<file path="config.mk">
export PLATFORM = sky130hd
export DESIGN_NAME = fbuf_arbiter
export DESIGN_NICKNAME = d
export VERILOG_FILES = /design/src/rtl/fbuf_pkg.sv /design/src/rtl/fbuf_clear_counter.sv /design/src/rtl/fbuf_arbiter.sv
export SDC_FILE = /design/constraint.sdc
export NUM_CORES = 1
export LEC_CHECK = 0
export BUFFER_PORTS_ARGS = -buffer_cell sky130_fd_sc_hd__buf_4
export CORE_MARGIN = 8
export CORE_UTILIZATION = 38
export DETAILED_ROUTE_END_ITERATION = 8
export PLACE_DENSITY = 0.67
export SLEW_MARGIN = 10
export SYNTH_ARGS = -nofsm -noshare
export SYNTH_HDL_FRONTEND = slang
export SYNTH_HIERARCHICAL = 1
export SYNTH_SLANG_ARGS = --single-unit
</file>
<file path="constraint.sdc">
create_clock -name clk -period 2 [get_ports clk]
set_clock_uncertainty 0.05 [all_clocks]
set_input_delay 0.1 -clock clk [delete_from_list [all_inputs] [get_ports clk]]
set_output_delay 0.1 -clock clk [all_outputs]
set_load 0.05 [all_outputs]
</file>
<file path="src/rtl/fbuf_pkg.sv">
// rtl/fbuf_pkg.sv - shared widths, word counts and FSM encoding for the framebuffer arbiter
package fbuf_pkg;
  localparam int FBUF_AW       = 9;
  localparam int FBUF_DW       = 16;
  localparam int FBUF_WORDS_HI = 512;
  localparam int FBUF_WORDS_LO = 128;

  typedef logic [FBUF_AW-1:0] fbuf_addr_t;
  typedef logic [FBUF_DW-1:0] fbuf_word_t;

  localparam fbuf_addr_t FBUF_LAST_HI = fbuf_addr_t'(FBUF_WORDS_HI - 1);
  localparam fbuf_addr_t FBUF_LAST_LO = fbuf_addr_t'(FBUF_WORDS_LO - 1);

  localparam logic [1:0] ST_IDLE   = 2'd0;
  localparam logic [1:0] ST_CPU_RD = 2'd1;
  localparam logic [1:0] ST_CLEAR  = 2'd2;
endpackage

</file>
<file path="src/rtl/fbuf_clear_counter.sv">
// rtl/fbuf_clear_counter.sv - clear address counter with a limit captured at start
module fbuf_clear_counter
  import fbuf_pkg::*;
(
  input  logic       clk,
  input  logic       res,
  input  logic       start,
  input  logic       enable,
  input  fbuf_addr_t limit,
  output fbuf_addr_t addr,
  output logic       done
);
  fbuf_addr_t lim_q;

  // The limit is frozen at start so a mode change cannot stretch or cut a running clear.
  always_ff @(posedge clk) begin
    if (!res) begin
      addr  <= '0;
      lim_q <= '0;
    end else if (start) begin
      addr  <= '0;
      lim_q <= limit;
    end else if (enable && !done) begin
      addr <= addr + fbuf_addr_t'(1);
    end
  end

  assign done = (addr == lim_q);
endmodule

</file>
<file path="src/rtl/fbuf_arbiter.sv">
// rtl/fbuf_arbiter.sv - single-port framebuffer RAM arbiter: display > clear > CPU
module fbuf_arbiter
  import fbuf_pkg::*;
(
  input  logic       clk,
  input  logic       res,
  input  logic       hires,
  input  logic       disp_req,
  input  fbuf_addr_t disp_addr,
  output fbuf_word_t disp_data,
  input  logic       cpu_req,
  input  logic       cpu_we,
  input  fbuf_addr_t cpu_addr,
  input  fbuf_word_t cpu_wdata,
  output logic       cpu_ack,
  output fbuf_word_t cpu_rdata,
  input  logic       clr_start,
  output logic       clr_busy,
  output fbuf_addr_t ram_addr,
  output logic       ram_we,
  output fbuf_word_t ram_wdata,
  input  fbuf_word_t ram_rdata
);
  logic [1:0] state;
  logic       disp_pend;
  logic       clr_go;
  logic       clr_wr;
  logic       cpu_go;
  logic       cpu_wr;
  logic       cpu_rd;
  logic       clr_done;
  fbuf_addr_t clr_addr;
  fbuf_addr_t clr_limit;

  assign clr_go    = (state == ST_IDLE) && clr_start;
  // cpu_ack gates the start so a held request is not served twice.
  assign cpu_go    = (state == ST_IDLE) && cpu_req && !disp_req && !clr_start && !cpu_ack;
  assign cpu_wr    = cpu_go && cpu_we;
  assign cpu_rd    = cpu_go && !cpu_we;
  assign clr_wr    = (state == ST_CLEAR) && !disp_req;
  assign clr_limit = hires ? FBUF_LAST_HI : FBUF_LAST_LO;

  fbuf_clear_counter u_clr_cnt (
    .clk    (clk),
    .res    (res),
    .start  (clr_go),
    .enable (clr_wr),
    .limit  (clr_limit),
    .addr   (clr_addr),
    .done   (clr_done)
  );

  always_comb begin
    ram_addr  = cpu_addr;
    ram_we    = 1'b0;
    ram_wdata = '0;
    if (disp_req) begin
      ram_addr = disp_addr;
    end else if (clr_wr) begin
      ram_addr = clr_addr;
      ram_we   = res;
    end else if (cpu_wr) begin
      ram_we    = res;
      ram_wdata = cpu_wdata;
    end
  end

  always_ff @(posedge clk) begin
    if (!res) begin
      state     <= ST_IDLE;
      disp_pend <= 1'b0;
      disp_data <= '0;
      cpu_ack   <= 1'b0;
      cpu_rdata <= '0;
      clr_busy  <= 1'b0;
    end else begin
      disp_pend <= disp_req;
      if (disp_pend) begin
        disp_data <= ram_rdata;
      end
      cpu_ack <= 1'b0;
      case (state)
        ST_IDLE: begin
          if (clr_go) begin
            state <= ST_CLEAR;
          end else if (cpu_rd) begin
            state <= ST_CPU_RD;
          end else if (cpu_wr) begin
            cpu_ack <= 1'b1;
          end
        end
        ST_CPU_RD: begin
          cpu_rdata <= ram_rdata;
          cpu_ack   <= 1'b1;
          state     <= ST_IDLE;
        end
        ST_CLEAR: begin
          if (clr_wr && clr_done) begin
            state <= ST_IDLE;
          end
        end
        default: state <= ST_IDLE;
      endcase
      // Stays high for one extra cycle after the final clear write.
      clr_busy <= clr_go || (state == ST_CLEAR);
    end
  end
endmodule

</file>
Word-level counts from Yosys, hierarchy flattened
Index checks and enable logic that the tools add are counted.
- mux-type cells: 17
- equality and inequality tests: 5
- bitwise operators: 1
- reductions and logical operators: 19
- add/subtract/negate cells: 1
- operators with widths (cell ; count):
    $mux 16 ; 3
    $mux 9 ; 3
    $logic_and 1x1->1 ; 10
    $add 9x1->9 const B ; 1
    $eq 9x9->1 ; 1
    $mux 1 ; 6
    $mux 2 ; 3
    $logic_not 1->1 ; 5
    $pmux 2 s2 ; 1
    $ne 3x3->1 const B ; 1
    $eq 2x1->1 const B ; 1
    $eq 2x2->1 const B ; 1
    $logic_not 2->1 ; 1
    $ne 2x1->1 const B ; 1
    $pmux 1 s2 ; 1
    $reduce_and 2->1 ; 1
    $reduce_or 2->1 ; 1
    $logic_or 1x1->1 ; 1
    $not 1->1 ; 1
- logic and storage cells: 51
- output and inout bits: 60
- register bits: 55

Logic depth before layout (Yosys ltp)
- depth after elaboration: 10
- mapped depth: 9

Hierarchy
The synthesis kept the hierarchy.
- modules (own cells, without submodules) (module ; area an instance (um^2) ; times used ; cells an instance):
    fbuf_arbiter ; 1744.2 ; 1 ; 195
    fbuf_clear_counter ; 892.1 ; 1 ; 94

Worst setup path after synthesis
No wires, ideal clock.
- kind: reg-to-output
- start: register state[1]
- end: output port ram_addr[0]
- setup slack: -77 ps
- cell stages (with the launch flop): 6
- buffers on the path: 2
- data arrival time: 1927 ps
- path through: dfxtp_1 -> buf_6 -> nor2b_1 -> buf_4 -> mux2i_1 -> o21ai_0
- word-level cells in the longest chain between the ends: 4
- RTL lines (item ; line ; source):
    start: declaration ; fbuf_arbiter.sv:24 ; logic [1:0] state;
    start signal: assignment ; fbuf_arbiter.sv:70 ; state <= ST_IDLE;
    start signal: assignment ; fbuf_arbiter.sv:85 ; state <= ST_CLEAR;
    start signal: assignment ; fbuf_arbiter.sv:87 ; state <= ST_CPU_RD;
    $eq 2x2->1 ; fbuf_arbiter.sv:40 ; assign clr_wr = (state == ST_CLEAR) && !disp_req;
    $logic_and 1x1->1 ; fbuf_arbiter.sv:40 ;
    $mux 9 ; fbuf_arbiter.sv:59 ; end else if (clr_wr) begin
    $mux 9 ; fbuf_arbiter.sv:57 ; if (disp_req) begin
    end: declaration ; fbuf_arbiter.sv:19 ; output fbuf_addr_t ram_addr,
No other way between the ends.

Final worst setup path
- start: register cpu_ack
- end: output port ram_wdata[15]
- word-level cells in the longest chain between the ends: 6
- RTL lines (item ; line ; source):
    start: declaration ; fbuf_arbiter.sv:15 ; output logic cpu_ack,
    start signal: assignment ; fbuf_arbiter.sv:73 ; cpu_ack <= 1'b0;
    start signal: assignment ; fbuf_arbiter.sv:81 ; cpu_ack <= 1'b0;
    start signal: assignment ; fbuf_arbiter.sv:89 ; cpu_ack <= 1'b1;
    $logic_not 1->1 ; fbuf_arbiter.sv:37 ; assign cpu_go = (state == ST_IDLE) && cpu_req && !disp_req && !clr_start && !cpu_ack;
    $logic_and 1x1->1 ; fbuf_arbiter.sv:37 ;
    $logic_and 1x1->1 ; fbuf_arbiter.sv:38 ; assign cpu_wr = cpu_go && cpu_we;
    $mux 16 ; fbuf_arbiter.sv:62 ; end else if (cpu_wr) begin
    $mux 16 ; fbuf_arbiter.sv:59 ;
    $mux 16 ; fbuf_arbiter.sv:57 ;
    end: declaration ; fbuf_arbiter.sv:21 ; output fbuf_word_t ram_wdata,
No other way between the ends.

==> metrics.txt <==
number of synthesized flops with an enable pin=0; gr usage total=0.147; CTS tree=done; final worst path period need=1830 ps; DRT Wirelength=7320 um; met1 Use GR=0.179; Critical Path Most Common Cell=buf_4; root buffer cell=clkbuf_8; Synth top area share=0.418; Max Cap Viol=0; yosys synthesis warning count=6; synthesized area=0.00264 mm^2; Required @ worst endpoint=1850 ps; # rows=30; DP HPWL=5470 um; routed len/inst=14.7 um; Hold/Removal Path Class=input pin to register; Top Usage Layer GRT=met2; register area share after synthesis=0.418; DRC Markers=0; die area=0.00986 mm^2; Setup TNS=0 ps; largest net degree at the start of global routing=48; initial antenna violation count=0; fill cell count=637; Setup Viol. Count Final=0; GPL Wtd Cong=0.773; critical path class=register to output port; first-pass GRT wire length=12300 um; Yosys top cell by area=dfxtp_1; CP Max Fanout=17; fin crit share=0.917; Die Width=99.3 um; diode count=0; Pre-Repair DR Iteration Count=4; vias=2404; share of layout cells above drive strength 1=0.353; Synth Area in Compound Gates=0.105; post-synth cell types=40; Hold Vio Cnt, Final=0; register area=0.00110 mm^2; Pwr Density=644 mW/mm^2; largest cells by area after synthesis=dfxtp_1 42%, mux2i_1 13%, nor2b_1 6.6%; Reg2Reg Launch Point=u_clr_cnt/addr[3]$_SDFFE_PP0P_; Initial Util=0.390; RSZ-0062 raised after global routing=no; M2 GR Usage=0.248; Reg-to-Reg End=u_clr_cnt/addr[5]$_SDFFE_PP0P_; Pleak=1.73 nW; clock sinks=55; arrival time worst endpoint=1680 ps; Net count, final=474; xor/xnor share of the synthesized area=0.0361; Post-DRT Antenna Nets=0; Area growth syn-to-layout=44.0%; mux share of post-synthesis cell area=0.129; crit-path max cell delay=330 ps; CTS clk-pin slew, worst paths=100 ps; outcome=completed; main combinational cell family by area after synthesis=simple AND/OR/NAND/NOR gates; Critical Path End Type=output port; core area=0.00676 mm^2; Max Freq=0.545 GHz; area of the multi-input gates=0.00144 mm^2; M3 GR Usage=0.0517; Starting DRT DRC Count=87; IO Count=117; fraction of registers with async set/reset=0; Primary FF master, synth=dfxtp_1; cell count after synthesis=289; CTS H-tree lvls=2; Max Root-Sink Buffers=2; Synth Area per Inst=9.12 um^2; hold-critical path depth=3; PortBufs=116; Synth Area in Simple Gates=0.256; cts repair resizes=0; #FFs+latches synth=55; VDD IR max=334 uV; vias per inst=4.84; final core occ=0.562; vias in the first global route=2493; CP Launch Type=register; Clock Latency Late Sink=300 ps; hold path start=ram_rdata[5]; Post-Synth Adder-Cell Area=0.00475; CP Cell Sequence=nor3b_2, nor4b_4, buf_4, and3_2, buf_4; reg2reg setup slack=260 ps; Design Power=2.45 mW; hold endpoint=cpu_rdata[5]$_SDFFE_PN0P_; Max Transition Viols Final=0; grt ovf=0; CTS buffer count=5; Worst Reg-to-Reg Cells=5; Die Ht=99.3 um; CP max stage cell=dfxtp_1
==> power breakdown <==
group	switching, mW	total [mW]	internal (mW)
Combinational	0.307	0.540	0.234
Clock	0.371	0.749	0.378
Sequential	0.0249	1.16	1.13
==> state kept, by name (all words and copies together), names as in the netlist <==
name,count
cpu_ack,1
u_clr_cnt/addr,9
u_clr_cnt/lim_q,9
disp_data,16
state,2
cpu_rdata,16
disp_pend,1
clr_busy,1
==> layer usage <==
layer	routed length [um]	part of all wire
met3	587	0.080
met1	3300	0.45
met2	3390	0.46
met5	0	0
met4	46	0.0063
==> cell families after synthesis <==
group | Yosys count
buf+inv | 24
simple gates | 120
compound gates | 44
mux | 34
xor+xnor | 10
flops | 55
fa+ha+maj | 1
other cells | 1
==> placed cells by master, fill, tap and decap left out, types with 7 or more instances in the layout <==
master           n
o21ai_0          7
mux2i_1         34
o21ai_1          9
nand2_1         43
buf_4          124
a21boi_1        10
xor2_1           7
conb_1           7
nor2b_1         28
and3_1          12
a21oi_1          7
dlygate4sd3_1   10
dfxtp_1         55
==> synthesized netlist by cell type (4+ instances only) <==
cell and instances:
xor2_1 7, dfxtp_1 55, buf_6 4, a21boi_1 10
a21boi_0 6, nor2b_1 28, inv_1 4, or3_1 6
a21oi_1 7, buf_2 6, o21ai_0 15, and3_2 6
nand2_1 43, and3_1 12, nand4_1 4, clkbuf_1 8
nand2b_1 4, mux2i_1 34
==> metrics by stage <==
step                      worst slack [ps]  std cells  hold slack, ps  instance area [um^2]
final                                  165        497            9.06                  3800
after global routing                  68.3        497            3.00                  3800
after CTS                              159        497            2.87                  3800
after detailed placement               239        478             317                  3570
after global placement                 301        478             312                  3570
after floorplan                        169        295             175                  2660
==> how the worst max path moves through the flow <==
stage | startpoint | to | slack, ps | cells after the start
3_5_place_dp | cpu_ack$_SDFF_PN0_ | ram_wdata[15] | 240 | 4
3_3_place_gp | cpu_ack$_SDFF_PN0_ | ram_wdata[7] | 300 | 4
6_report | cpu_ack$_SDFF_PN0_ | ram_wdata[15] | 170 | 5
2_1_floorplan | cpu_ack$_SDFF_PN0_ | ram_wdata[0] | 170 | 4
5_1_grt | cpu_ack$_SDFF_PN0_ | ram_wdata[11] | 70 | 5
4_1_cts | cpu_ack$_SDFF_PN0_ | ram_wdata[15] | 160 | 5
==> critical path, delay by kind of cell (launching register included) <==
family | cells | cell delay, ps
AND/OR/NAND/NOR | 3 | 640
flip-flops | 1 | 330
buffers and inverters | 2 | 410
==> what timing repair did <==
item	4_1_cts	5_1_grt
endpoints found under the hold margin	10	0
endpoints found under the setup margin	16	0
setup buffers	1	0
hold buffers	10	0
==> area by class of cell <==
class                      count  area share
tap                           80      0.0264
sequential                    55       0.290
clock inverter                 3      0.0122
clock buffer                   5      0.0181
multi-input combinational    216       0.378
timing repair buffer         134       0.271
inverter                       4     0.00395
No activity file was read; power rests on OpenSTA's default activity.
